**src/rtl/bcd_counter_pkg.sv**
```systemverilog
// Shared types, constants and the BCD step function for the two-digit counter.
// Holds the digit width, the largest ones value, the FSM state encodings and
// the digit-pair step used by the counter datapath.
package bcd_counter_pkg;

    // Width of one BCD digit.
    localparam int BCD_W = 4;

    // Largest legal ones digit; also the ones value loaded on a down-wrap.
    localparam logic [BCD_W-1:0] BCD_MAX_ONES = 4'd9;

    // Run/stop state of the counter.
    typedef enum logic {
        S_STOPPED = 1'b0,
        S_RUNNING = 1'b1
    } state_t;

    typedef logic [BCD_W-1:0] bcd_t;

    // Two digits kept together so the whole count moves as one value.
    typedef struct packed {
        bcd_t tens;
        bcd_t ones;
    } bcd_pair_t;

    // Result of one count step: the new digits and whether the count wrapped.
    typedef struct packed {
        bcd_pair_t val;
        logic      wrap;
    } bcd_step_t;

    // Prescaler width for a given divide ratio; never narrower than one bit
    // so a divide-by-one prescaler still has a legal register.
    function automatic int presc_width(input int div);
        return (div > 1) ? $clog2(div) : 1;
    endfunction

    // One up or down step of a two-digit BCD count whose top value is
    // (max_tens, 9). Wrapping in either direction raises the wrap flag.
    function automatic bcd_step_t bcd_step(
        input bcd_pair_t cur,
        input logic      up,
        input bcd_t      max_tens
    );
        bcd_step_t res;
        res.val  = cur;
        res.wrap = 1'b0;
        if (up) begin
            if (cur.ones < BCD_MAX_ONES) begin
                res.val.ones = cur.ones + bcd_t'(1);
            end else if (cur.tens < max_tens) begin
                res.val.ones = '0;
                res.val.tens = cur.tens + bcd_t'(1);
            end else begin
                res.val  = '0;
                res.wrap = 1'b1;
            end
        end else begin
            if (cur.ones > bcd_t'(0)) begin
                res.val.ones = cur.ones - bcd_t'(1);
            end else if (cur.tens > bcd_t'(0)) begin
                res.val.ones = BCD_MAX_ONES;
                res.val.tens = cur.tens - bcd_t'(1);
            end else begin
                res.val.tens = max_tens;
                res.val.ones = BCD_MAX_ONES;
                res.wrap     = 1'b1;
            end
        end
        return res;
    endfunction

endpackage

```
**src/rtl/bcd_counter_tick_gen.sv**
```systemverilog
// Prescaler that turns the system clock into one-cycle count ticks.
// Counts only while enabled and keeps its value when disabled, so a paused
// counter resumes part-way through the period it was stopped in.
module tick_gen
    import bcd_counter_pkg::*;
#(
    parameter int TICK_DIV = 100_000_000
) (
    input  logic clk,
    input  logic rst,
    input  logic en,
    input  logic clr,
    output logic tick
);

    localparam int            PW   = presc_width(TICK_DIV);
    localparam logic [PW-1:0] LAST = PW'(TICK_DIV - 1);

    logic [PW-1:0] r_presc;
    logic          w_at_last;

    assign w_at_last = (r_presc == LAST);

    // A clear cycle never produces a tick; the prescaler restarts from zero.
    assign tick = en & w_at_last & ~clr;

    // Prescaler: clear has priority, then count while enabled, wrap on the tick.
    always_ff @(posedge clk) begin
        if (rst) begin
            r_presc <= '0;
        end else if (clr) begin
            r_presc <= '0;
        end else if (en) begin
            if (w_at_last) begin
                r_presc <= '0;
            end else begin
                r_presc <= r_presc + 1'b1;
            end
        end
    end

endmodule

```
**src/rtl/bcd_counter.sv**
```systemverilog
// Two-digit BCD up/down counter with a pushbutton run/stop toggle.
// The raw button is synchronised, edge-detected and fed to a two-state FSM;
// while running, the prescaler ticks step the count up or down with wrap.
module bcd_counter
    import bcd_counter_pkg::*;
#(
    parameter int TICK_DIV = 100_000_000,
    parameter int MAX_TENS = 9
) (
    input  logic             bcd_counter_clk,
    input  logic             bcd_counter_rst,
    input  logic             bcd_counter_port_start_stop,
    input  logic             bcd_counter_port_clear,
    input  logic             bcd_counter_port_up_down,
    output logic [BCD_W-1:0] bcd_counter_oport_ones,
    output logic [BCD_W-1:0] bcd_counter_oport_tens,
    output logic             bcd_counter_oport_running,
    output logic             bcd_counter_oport_tc
);

    localparam bcd_t MAX_T = bcd_t'(MAX_TENS);

    logic      clk;
    logic      srst;

    logic [1:0] r_sync;
    logic       r_prev;
    logic       w_btn_edge;

    state_t    r_state;
    state_t    w_state_next;
    logic      w_running;

    logic      w_tick;

    bcd_pair_t r_count;
    logic      r_tc;
    bcd_step_t w_step;

    assign clk  = bcd_counter_clk;
    assign srst = bcd_counter_rst;

    // ------------------------------------------------------------------
    // Button path: two synchroniser flops, then a history flop so a held
    // button yields a single edge pulse.
    // ------------------------------------------------------------------

    // Synchroniser chain and edge history for the asynchronous pushbutton.
    always_ff @(posedge clk) begin
        if (srst) begin
            r_sync <= 2'b00;
            r_prev <= 1'b0;
        end else begin
            r_sync <= {r_sync[0], bcd_counter_port_start_stop};
            r_prev <= r_sync[1];
        end
    end

    assign w_btn_edge = r_sync[1] & ~r_prev;

    // ------------------------------------------------------------------
    // Run/stop FSM. Clear leaves it alone, so a press during clear still
    // toggles the state.
    // ------------------------------------------------------------------

    // State register.
    always_ff @(posedge clk) begin
        if (srst) begin
            r_state <= S_STOPPED;
        end else begin
            r_state <= w_state_next;
        end
    end

    // Next state: each button edge flips between STOPPED and RUNNING.
    always_comb begin
        w_state_next = r_state;
        case (r_state)
            S_STOPPED: if (w_btn_edge) w_state_next = S_RUNNING;
            S_RUNNING: if (w_btn_edge) w_state_next = S_STOPPED;
            default:   w_state_next = S_STOPPED;
        endcase
    end

    assign w_running = (r_state == S_RUNNING);

    // ------------------------------------------------------------------
    // Prescaler
    // ------------------------------------------------------------------

    tick_gen #(
        .TICK_DIV (TICK_DIV)
    ) u_tick_gen (
        .clk  (clk),
        .rst  (srst),
        .en   (w_running),
        .clr  (bcd_counter_port_clear),
        .tick (w_tick)
    );

    // ------------------------------------------------------------------
    // Count datapath
    // ------------------------------------------------------------------

    assign w_step = bcd_step(r_count, bcd_counter_port_up_down, MAX_T);

    // Count register: clear beats tick; tc is high only on a wrapping tick.
    always_ff @(posedge clk) begin
        if (srst) begin
            r_count <= '0;
            r_tc    <= 1'b0;
        end else if (bcd_counter_port_clear) begin
            r_count <= '0;
            r_tc    <= 1'b0;
        end else if (w_tick) begin
            r_count <= w_step.val;
            r_tc    <= w_step.wrap;
        end else begin
            r_tc    <= 1'b0;
        end
    end

    assign bcd_counter_oport_ones    = r_count.ones;
    assign bcd_counter_oport_tens    = r_count.tens;
    assign bcd_counter_oport_running = w_running;
    assign bcd_counter_oport_tc      = r_tc;

endmodule

```
**config.mk**
```make
export PLATFORM = sky130hd
export DESIGN_NAME = bcd_counter
export DESIGN_NICKNAME = d
export VERILOG_FILES = /design/src/rtl/bcd_counter_pkg.sv /design/src/rtl/bcd_counter_tick_gen.sv /design/src/rtl/bcd_counter.sv
export SDC_FILE = /design/constraint.sdc
export NUM_CORES = 1
export LEC_CHECK = 0
export BUFFER_PORTS_ARGS = -buffer_cell sky130_fd_sc_hd__buf_2
export CAP_MARGIN = 20
export CORE_MARGIN = 1.5
export CORE_UTILIZATION = 50
export DETAILED_ROUTE_END_ITERATION = 8
export PLACE_DENSITY_LB_ADDON = 0.12
export SYNTH_ARGS = -nofsm -noshare
export SYNTH_HDL_FRONTEND = slang
export SYNTH_SLANG_ARGS = --single-unit
```
**constraint.sdc**
```tcl
create_clock -name bcd_counter_clk -period 2.9 [get_ports bcd_counter_clk]
set_input_delay 0.145 -clock bcd_counter_clk [delete_from_list [all_inputs] [get_ports bcd_counter_clk]]
set_output_delay 0.145 -clock bcd_counter_clk [all_outputs]
set_load 0.005 [all_outputs]
```
==> results of run 1 <==
[worst min-delay path by stage]
| stage | end | cells after the start |
|---|---|---|
| after floorplan | r_prev$_SDFF_PP0_ | 1 |
| after global placement | r_sync[0]$_SDFF_PP0_ | 2 |
| after detailed placement | r_sync[0]$_SDFF_PP0_ | 2 |
| after CTS | r_sync[0]$_SDFF_PP0_ | 2 |
| after global routing | bcd_counter_oport_running$_SDFF_PP0_ | 2 |
| final | r_sync[0]$_SDFF_PP0_ | 2 |
[final cells by class]
| cell class | count | area [um2] | area share, % |
|---|---|---|---|
| clock buffer | 5 | 68.8 | 3.12 |
| clock inverter | 3 | 42.5 | 1.93 |
| inverter | 9 | 33.8 | 1.53 |
| multi-input combinational | 175 | 1100 | 50.1 |
| sequential | 40 | 801 | 36.3 |
| tap | 48 | 60.1 | 2.73 |
| timing repair buffer | 17 | 92.6 | 4.20 |
[cells by family (layout without fill, tap and decap cells)]
family / Yosys count / after routing / synth area share [%]
AND/OR/NAND/NOR: 102 / 102 / 26.3
flip-flops: 40 / 40 / 40.0
AO/OA/AOI/OAI: 38 / 38 / 12.3
XOR/XNOR: 27 / 27 / 11.8
buffers and inverters: 21 / 34 / 4.87
adder cells (fa/ha/maj): 6 / 6 / 3.75
multiplexers: 2 / 2 / 0.999
[worst max-delay path, cell delays in order (launching register included)]
cell	delay, ns
dfxtp_1	0.37
ha_1	0.20
nand4_2	0.16
or2_1	0.32
or3_1	0.48
or3_1	0.38
a21oi_1	0.13
[where the power goes]
part / leakage [nW] / internal [mW] / switching [mW]
Combinational: 0.412 / 0.0117 / 0.0197
Sequential: 0.323 / 0.552 / 0.00280
Clock: 0.0541 / 0.255 / 0.193
[registers in the layout, indices dropped and copies added, names as in the netlist]
name and cells:
r_sync 2, bcd_counter_oport_running 1, u_tick_gen.r_presc 27, bcd_counter_oport_tens 4
bcd_counter_oport_tc 1, bcd_counter_oport_ones 4, r_prev 1
[layout by cell type, fill, tap and decap left out, drive strengths merged, types with 2 or more instances in the layout]
cell / instances
nand2b: 4
o21ai: 6
nor2: 37
nor4: 4
a311oi: 2
nand2: 12
or2: 2
nor2b: 7
buf: 17
o22ai: 3
nor3: 7
and3: 3
xor2: 20
a21oi: 12
a211oi: 8
ha: 6
or3: 3
and4: 2
nand4: 12
mux2i: 2
xnor2: 7
inv: 9
nand3: 5
clkbuf: 5
dfxtp: 40
[routing by layer]
metal	GRT usage, %	vias to the layer above
met4	5.61	0
met3	4.60	6
li1	-	849
met5	0	-
met2	28.9	25
met1	26.4	706
==> results.py, run 1 <==
metrics = {
    "run_status": {
        "status": "finished, final reports clean",
    },
    "grt": {
        "antenna_found_initial": 0,
        "grt_pass1_wl_um": 6520,
        "grt.overflow.total": 0,
        "grt_max_degree": 28,
        "grt_pass1_vias": 1486,
        "grt_usage_pct": 19.0,
    },
    "route": {
        "top_layer": "met4",
        "wl_um": 3560,
        "met2WireLength_um": 1490,
        "wl_met3_um": 135,
        "via_per_inst": 5.34,
        "routedLengthMet1_um": 1890,
        "first_pass_iters": 4,
        "antenna_left": 0,
        "dr.first_iter.drc_count": 97,
        "vias": 1586,
        "routedWlPerCell_um": 12.0,
        "drc": 0,
    },
    "cells_and_area": {
        "diodes": 0,
        "area_delta_synth_final_pct": 9.99,
        "layout.cells.non_filler": 297,
        "layout-drive-gt1-share_pct": 12.0,
        "fillCellCount": 367,
        "final_area_mm2": 0.00220,
        "final_nets": 259,
        "fin_util_pct": 58.9,
    },
    "sta": {
        "fin_setup_tns_ns": 0,
        "hold_ws_ns": 0.0692,
        "max_slew.worst_pin.slew_ns": 0.599,
        "finalSetupViolCount": 0,
        "finClkSkew_ns": 0.0138,
        "fin_crit_sh_pct": 72.3,
        "setup_slack_ns": 0.802,
        "max_freq_mhz": 477,
        "rsz0062_at_grt": "false",
        "hold_viol": 0,
        "period_needed_ns": 2.10,
        "slew_viol_final": 0,
        "max_slew_margin_pct": 59.8,
    },
    "placement": {
        "numPortBuffers": 14,
        "place_hpwl_um": 2520,
        "postPlaceCellArea_mm2": 0.00209,
        "place_congestion": 0.837,
        "dp_cells": 289,
        "pre_cts_slack_ns": 0.786,
    },
    "logic_synthesis": {
        "netlist_top_cells_count": "dfxtp_1 (40), nor2_1 (37), xor2_1 (20)",
        "synth_area_mm2": 0.00200,
        "synthTopCellsByArea": "dfxtp_1 (40%), xor2_1 (8.7%), nor2_1 (6.9%)",
        "ys_types": 42,
        "synth_cells": 236,
        "synthesis.nets": 247,
        "avgSynthCellArea_um2": 8.49,
        "synth_seq_cells": 40,
        "async_flop_share_pct": 0,
        "synth_top_area_share_pct": 40.0,
        "synth_ff_type": "dfxtp_1",
        "synth_area_leader_cell": "dfxtp_1",
        "yosysSeqAreaShare_pct": 40.0,
        "synth_edf_count": 0,
        "yosysWarnings": 0,
        "synth.most_common_cell": "dfxtp_1",
    },
    "clock_network": {
        "h-tree-depth": 2,
        "postCtsSetupBuffers": 0,
        "tritoncts": "built",
        "cts-root-buf": "clkbuf_8",
        "post_cts_resized": 0,
        "clock-sinks": 40,
        "holdBufCountCts": 0,
        "clk_latency_ns": 0.29,
        "numCtsBuffers": 5,
        "clockBufferDepth": 2,
        "path_clk_slew_ns": 0.08,
    },
    "worst_setup_path": {
        "end_kind": "flip-flop",
        "r2r_end": "bcd_counter_oport_ones[0]$_SDFFE_PP0P_",
        "reg2reg_depth": 6,
        "critPathKind": "reg -> reg",
        "rr_startpoint": "u_tick_gen.r_presc[0]$_SDFFE_PP0P_",
        "reg2reg_slack_ns": 0.80,
        "crit_start": "u_tick_gen.r_presc[0]$_SDFFE_PP0P_",
        "crit_fanout": 7,
        "arrival_ns": 2.32,
        "critPathLaunchType": "flip-flop",
        "timing.critical_path.to": "bcd_counter_oport_ones[0]$_SDFFE_PP0P_",
        "crit_required_ns": 3.12,
    },
    "power_and_ir_drop": {
        "totalPowerFinal_mw": 1.03,
        "cellPowerDensity_mw_per_mm2": 469,
        "static-leakage-power_nw": 0.789,
        "max-vdd-ir-drop_uv": 302,
    },
    "floorplan": {
        "die_area_mm2": 0.00440,
        "die_h_um": 66.3,
        "initial_core_util_pct": 53.5,
        "die_x_um": 66.3,
        "rows": 22,
        "ios": 15,
        "core_area_mm2": 0.00374,
    },
    "run": {
        "cap_viol_max_count": 0,
    },
    "hold_path": {
        "hp-class": "in -> reg",
        "hp-start": "bcd_counter_port_start_stop",
    },
}
(Power assumes the default switching activity.)
==> run 2, diff against run 1 <==
- clock period: 2.9 -> 1.7 ns (I/O delays scaled with it)
==> results.py, run 2 (synthesis gave the netlist of run 1 again) <==
metrics = {
    "grt": {
        "antenna_found_initial": 0,
        "use_met1_pct": 29.5,
        "grt_max_degree": 15,
        "grt.overflow.total": 0,
        "grt_busiest_layer": "met2",
        "grt_pass1_vias": 1797,
        "grt_usage_pct": 23.7,
        "use_met2_pct": 38.9,
        "use_met3_pct": 6.13,
        "grt_pass1_wl_um": 7870,
    },
    "placement": {
        "postPlaceCellArea_mm2": 0.00245,
        "dp_cells": 331,
        "place_congestion": 0.892,
        "place_hpwl_um": 3010,
        "numPortBuffers": 14,
    },
    "clock_network": {
        "h-tree-depth": 2,
        "path_clk_slew_ns": 0.09,
        "clock-sinks": 40,
        "clockBufferDepth": 2,
        "clk_latency_ns": 0.30,
        "tritoncts": "built",
        "cts-root-buf": "clkbuf_8",
        "numCtsBuffers": 5,
    },
    "worst_setup_path": {
        "crit_path_top_delay_cell": "dfxtp_2",
        "crit_family": "simple AND/OR/NAND/NOR gates",
        "critPathLaunchType": "flip-flop",
        "crit_required_ns": 1.87,
        "crit_buf_inv": 2,
        "end_kind": "flip-flop",
        "critPathKind": "reg -> reg",
        "arrival_ns": 1.91,
        "crit_fanout": 6,
        "crit_chain": "nor4bb_4 > nand4_1 > buf_4 > nor3_4 > buf_6 > and2_4 > a211oi_2",
        "critPathMaxStageDelay_ns": 0.35,
    },
    "sta": {
        "max_slew.worst_pin.slew_ns": 0.488,
        "finalSetupViolCount": 21,
        "finClkSkew_ns": 0.00958,
        "fin_crit_sh_pct": 102,
        "slew_viol_final": 0,
        "max_slew_margin_pct": 67.2,
        "period_needed_ns": 1.74,
        "hold_viol": 0,
        "rsz0062_at_grt": "true",
        "setup_slack_ns": -0.0364,
        "max_freq_mhz": 576,
    },
    "power_and_ir_drop": {
        "intPower_mw": 1.42,
        "max-vdd-ir-drop_uv": 501,
        "p_sw_mw": 0.407,
        "cellPowerDensity_mw_per_mm2": 637,
        "power_switching_share_pct": 22.2,
        "clockPowerShare_pct": 42.9,
        "static-leakage-power_nw": 1.13,
        "pwr-share-seq_pct": 51.6,
        "combPwrFrac_pct": 5.5,
    },
    "floorplan": {
        "die_h_um": 66.3,
        "ios": 15,
        "die_area_mm2": 0.00440,
        "core_area_mm2": 0.00374,
        "initial_core_util_pct": 53.5,
        "die_x_um": 66.3,
        "rows": 22,
    },
    "cells_and_area": {
        "final_nets": 309,
        "layout-drive-gt1-share_pct": 39.5,
        "regMostFlops": "u_tick_gen.r_presc",
        "largest_reg_flops": 27,
        "multi_input_area_mm2": 0.00132,
        "final_common_cell": "buf_4",
        "final_area_mm2": 0.00287,
        "diodes": 0,
        "fin_util_pct": 76.7,
        "register_area_um2": 816,
        "area_delta_synth_final_pct": 43.3,
        "layout_common_cells": "buf_4 (45), dfxtp_1 (30), nor2_1 (27)",
        "layout.cells.non_filler": 347,
        "fillCellCount": 265,
    },
    "route": {
        "vias": 1892,
        "routedWlPerCell_um": 14.4,
        "via_per_inst": 5.45,
        "first_pass_iters": 4,
        "dr.first_iter.drc_count": 106,
        "antenna_left": 0,
        "wl_um": 4980,
        "drc": 0,
    },
    "run_status": {
        "status": "complete, but fails checks",
        "violations": "negative setup slack",
    },
    "run": {
        "cap_viol_max_count": 0,
    },
    "hold_path": {
        "hp-class": "in -> reg",
    },
}
==> run 2: worst register-to-register path, delay by kind of cell (launching register included) <==
family / cells / cell delay, ns
flip-flops: 1 / 0.35
buffers and inverters: 2 / 0.34
AND/OR/NAND/NOR: 4 / 0.84
AO/OA/AOI/OAI: 1 / 0.08
==> run 2: metal layers <==
metal	vias to the layer above	part of all wire, %
li1	947	-
met1	905	45
met2	32	50
met3	8	3.3
met4	0	1.5
met5	-	0
==> run 2: final timing paths <==
check | from | endpoint | slack [ns] | cells past startpoint
max | u_tick_gen.r_presc[24]$_SDFFE_PP0P_ | bcd_counter_oport_tens[0]$_SDFFE_PP0P_ | -0.04 | 7
min | bcd_counter_port_clear | bcd_counter_oport_ones[0]$_SDFFE_PP0P_ | 0.25 | 3
max reg2reg | u_tick_gen.r_presc[24]$_SDFFE_PP0P_ | bcd_counter_oport_tens[0]$_SDFFE_PP0P_ | -0.04 | 7
min reg2reg | r_sync[0]$_SDFF_PP0_ | r_sync[1]$_SDFF_PP0_ | 0.46 | 1
==> run 2: power by group through the flow <==
stage	sequential (mW)	combinational, mW	clock, mW
after CTS	0.945	0.0843	0.803
after global placement	0.966	0.0683	0
after detailed placement	0.967	0.0691	0
after global routing	0.943	0.108	0.839
after floorplan	0.966	0.0509	0
final	0.943	0.100	0.785
==> run 2: cell type report <==
| class | instances | area share (%) |
|---|---|---|
| multi-input cells | 175 | 45.8 |
| flip-flops and latches | 40 | 28.4 |
| repair buffers | 67 | 18.6 |
| clock buffers | 5 | 2.40 |
| well taps | 48 | 2.09 |
| clock inverters | 3 | 1.48 |
| inverters | 9 | 1.18 |
==> run 2: repair_timing <==
item / 4_1_cts / 5_1_grt
gates resized for setup: 16 / 37
hold buffers: 2 / 0
pin swaps: 10 / 25
buffers inserted: 2 / 2
endpoints found under the setup margin: 36 / 36
gates cloned: 1 / 1
endpoints found under the hold margin: 2 / 0
==> run 2: metrics by stage <==
step / worst slack, ns / TNS, ns / hold WS, ns / power [mW]
3_3_place_gp: -0.114 / -3.35 / 0.299 / 1.03
5_1_grt: -0.123 / -3.19 / 0.262 / 1.89
2_1_floorplan: -0.197 / -4.28 / 0.150 / 1.02
4_1_cts: -0.0377 / -0.0719 / 0.231 / 1.83
6_report: -0.0364 / -0.378 / 0.252 / 1.83
3_5_place_dp: -0.106 / -2.99 / 0.303 / 1.04
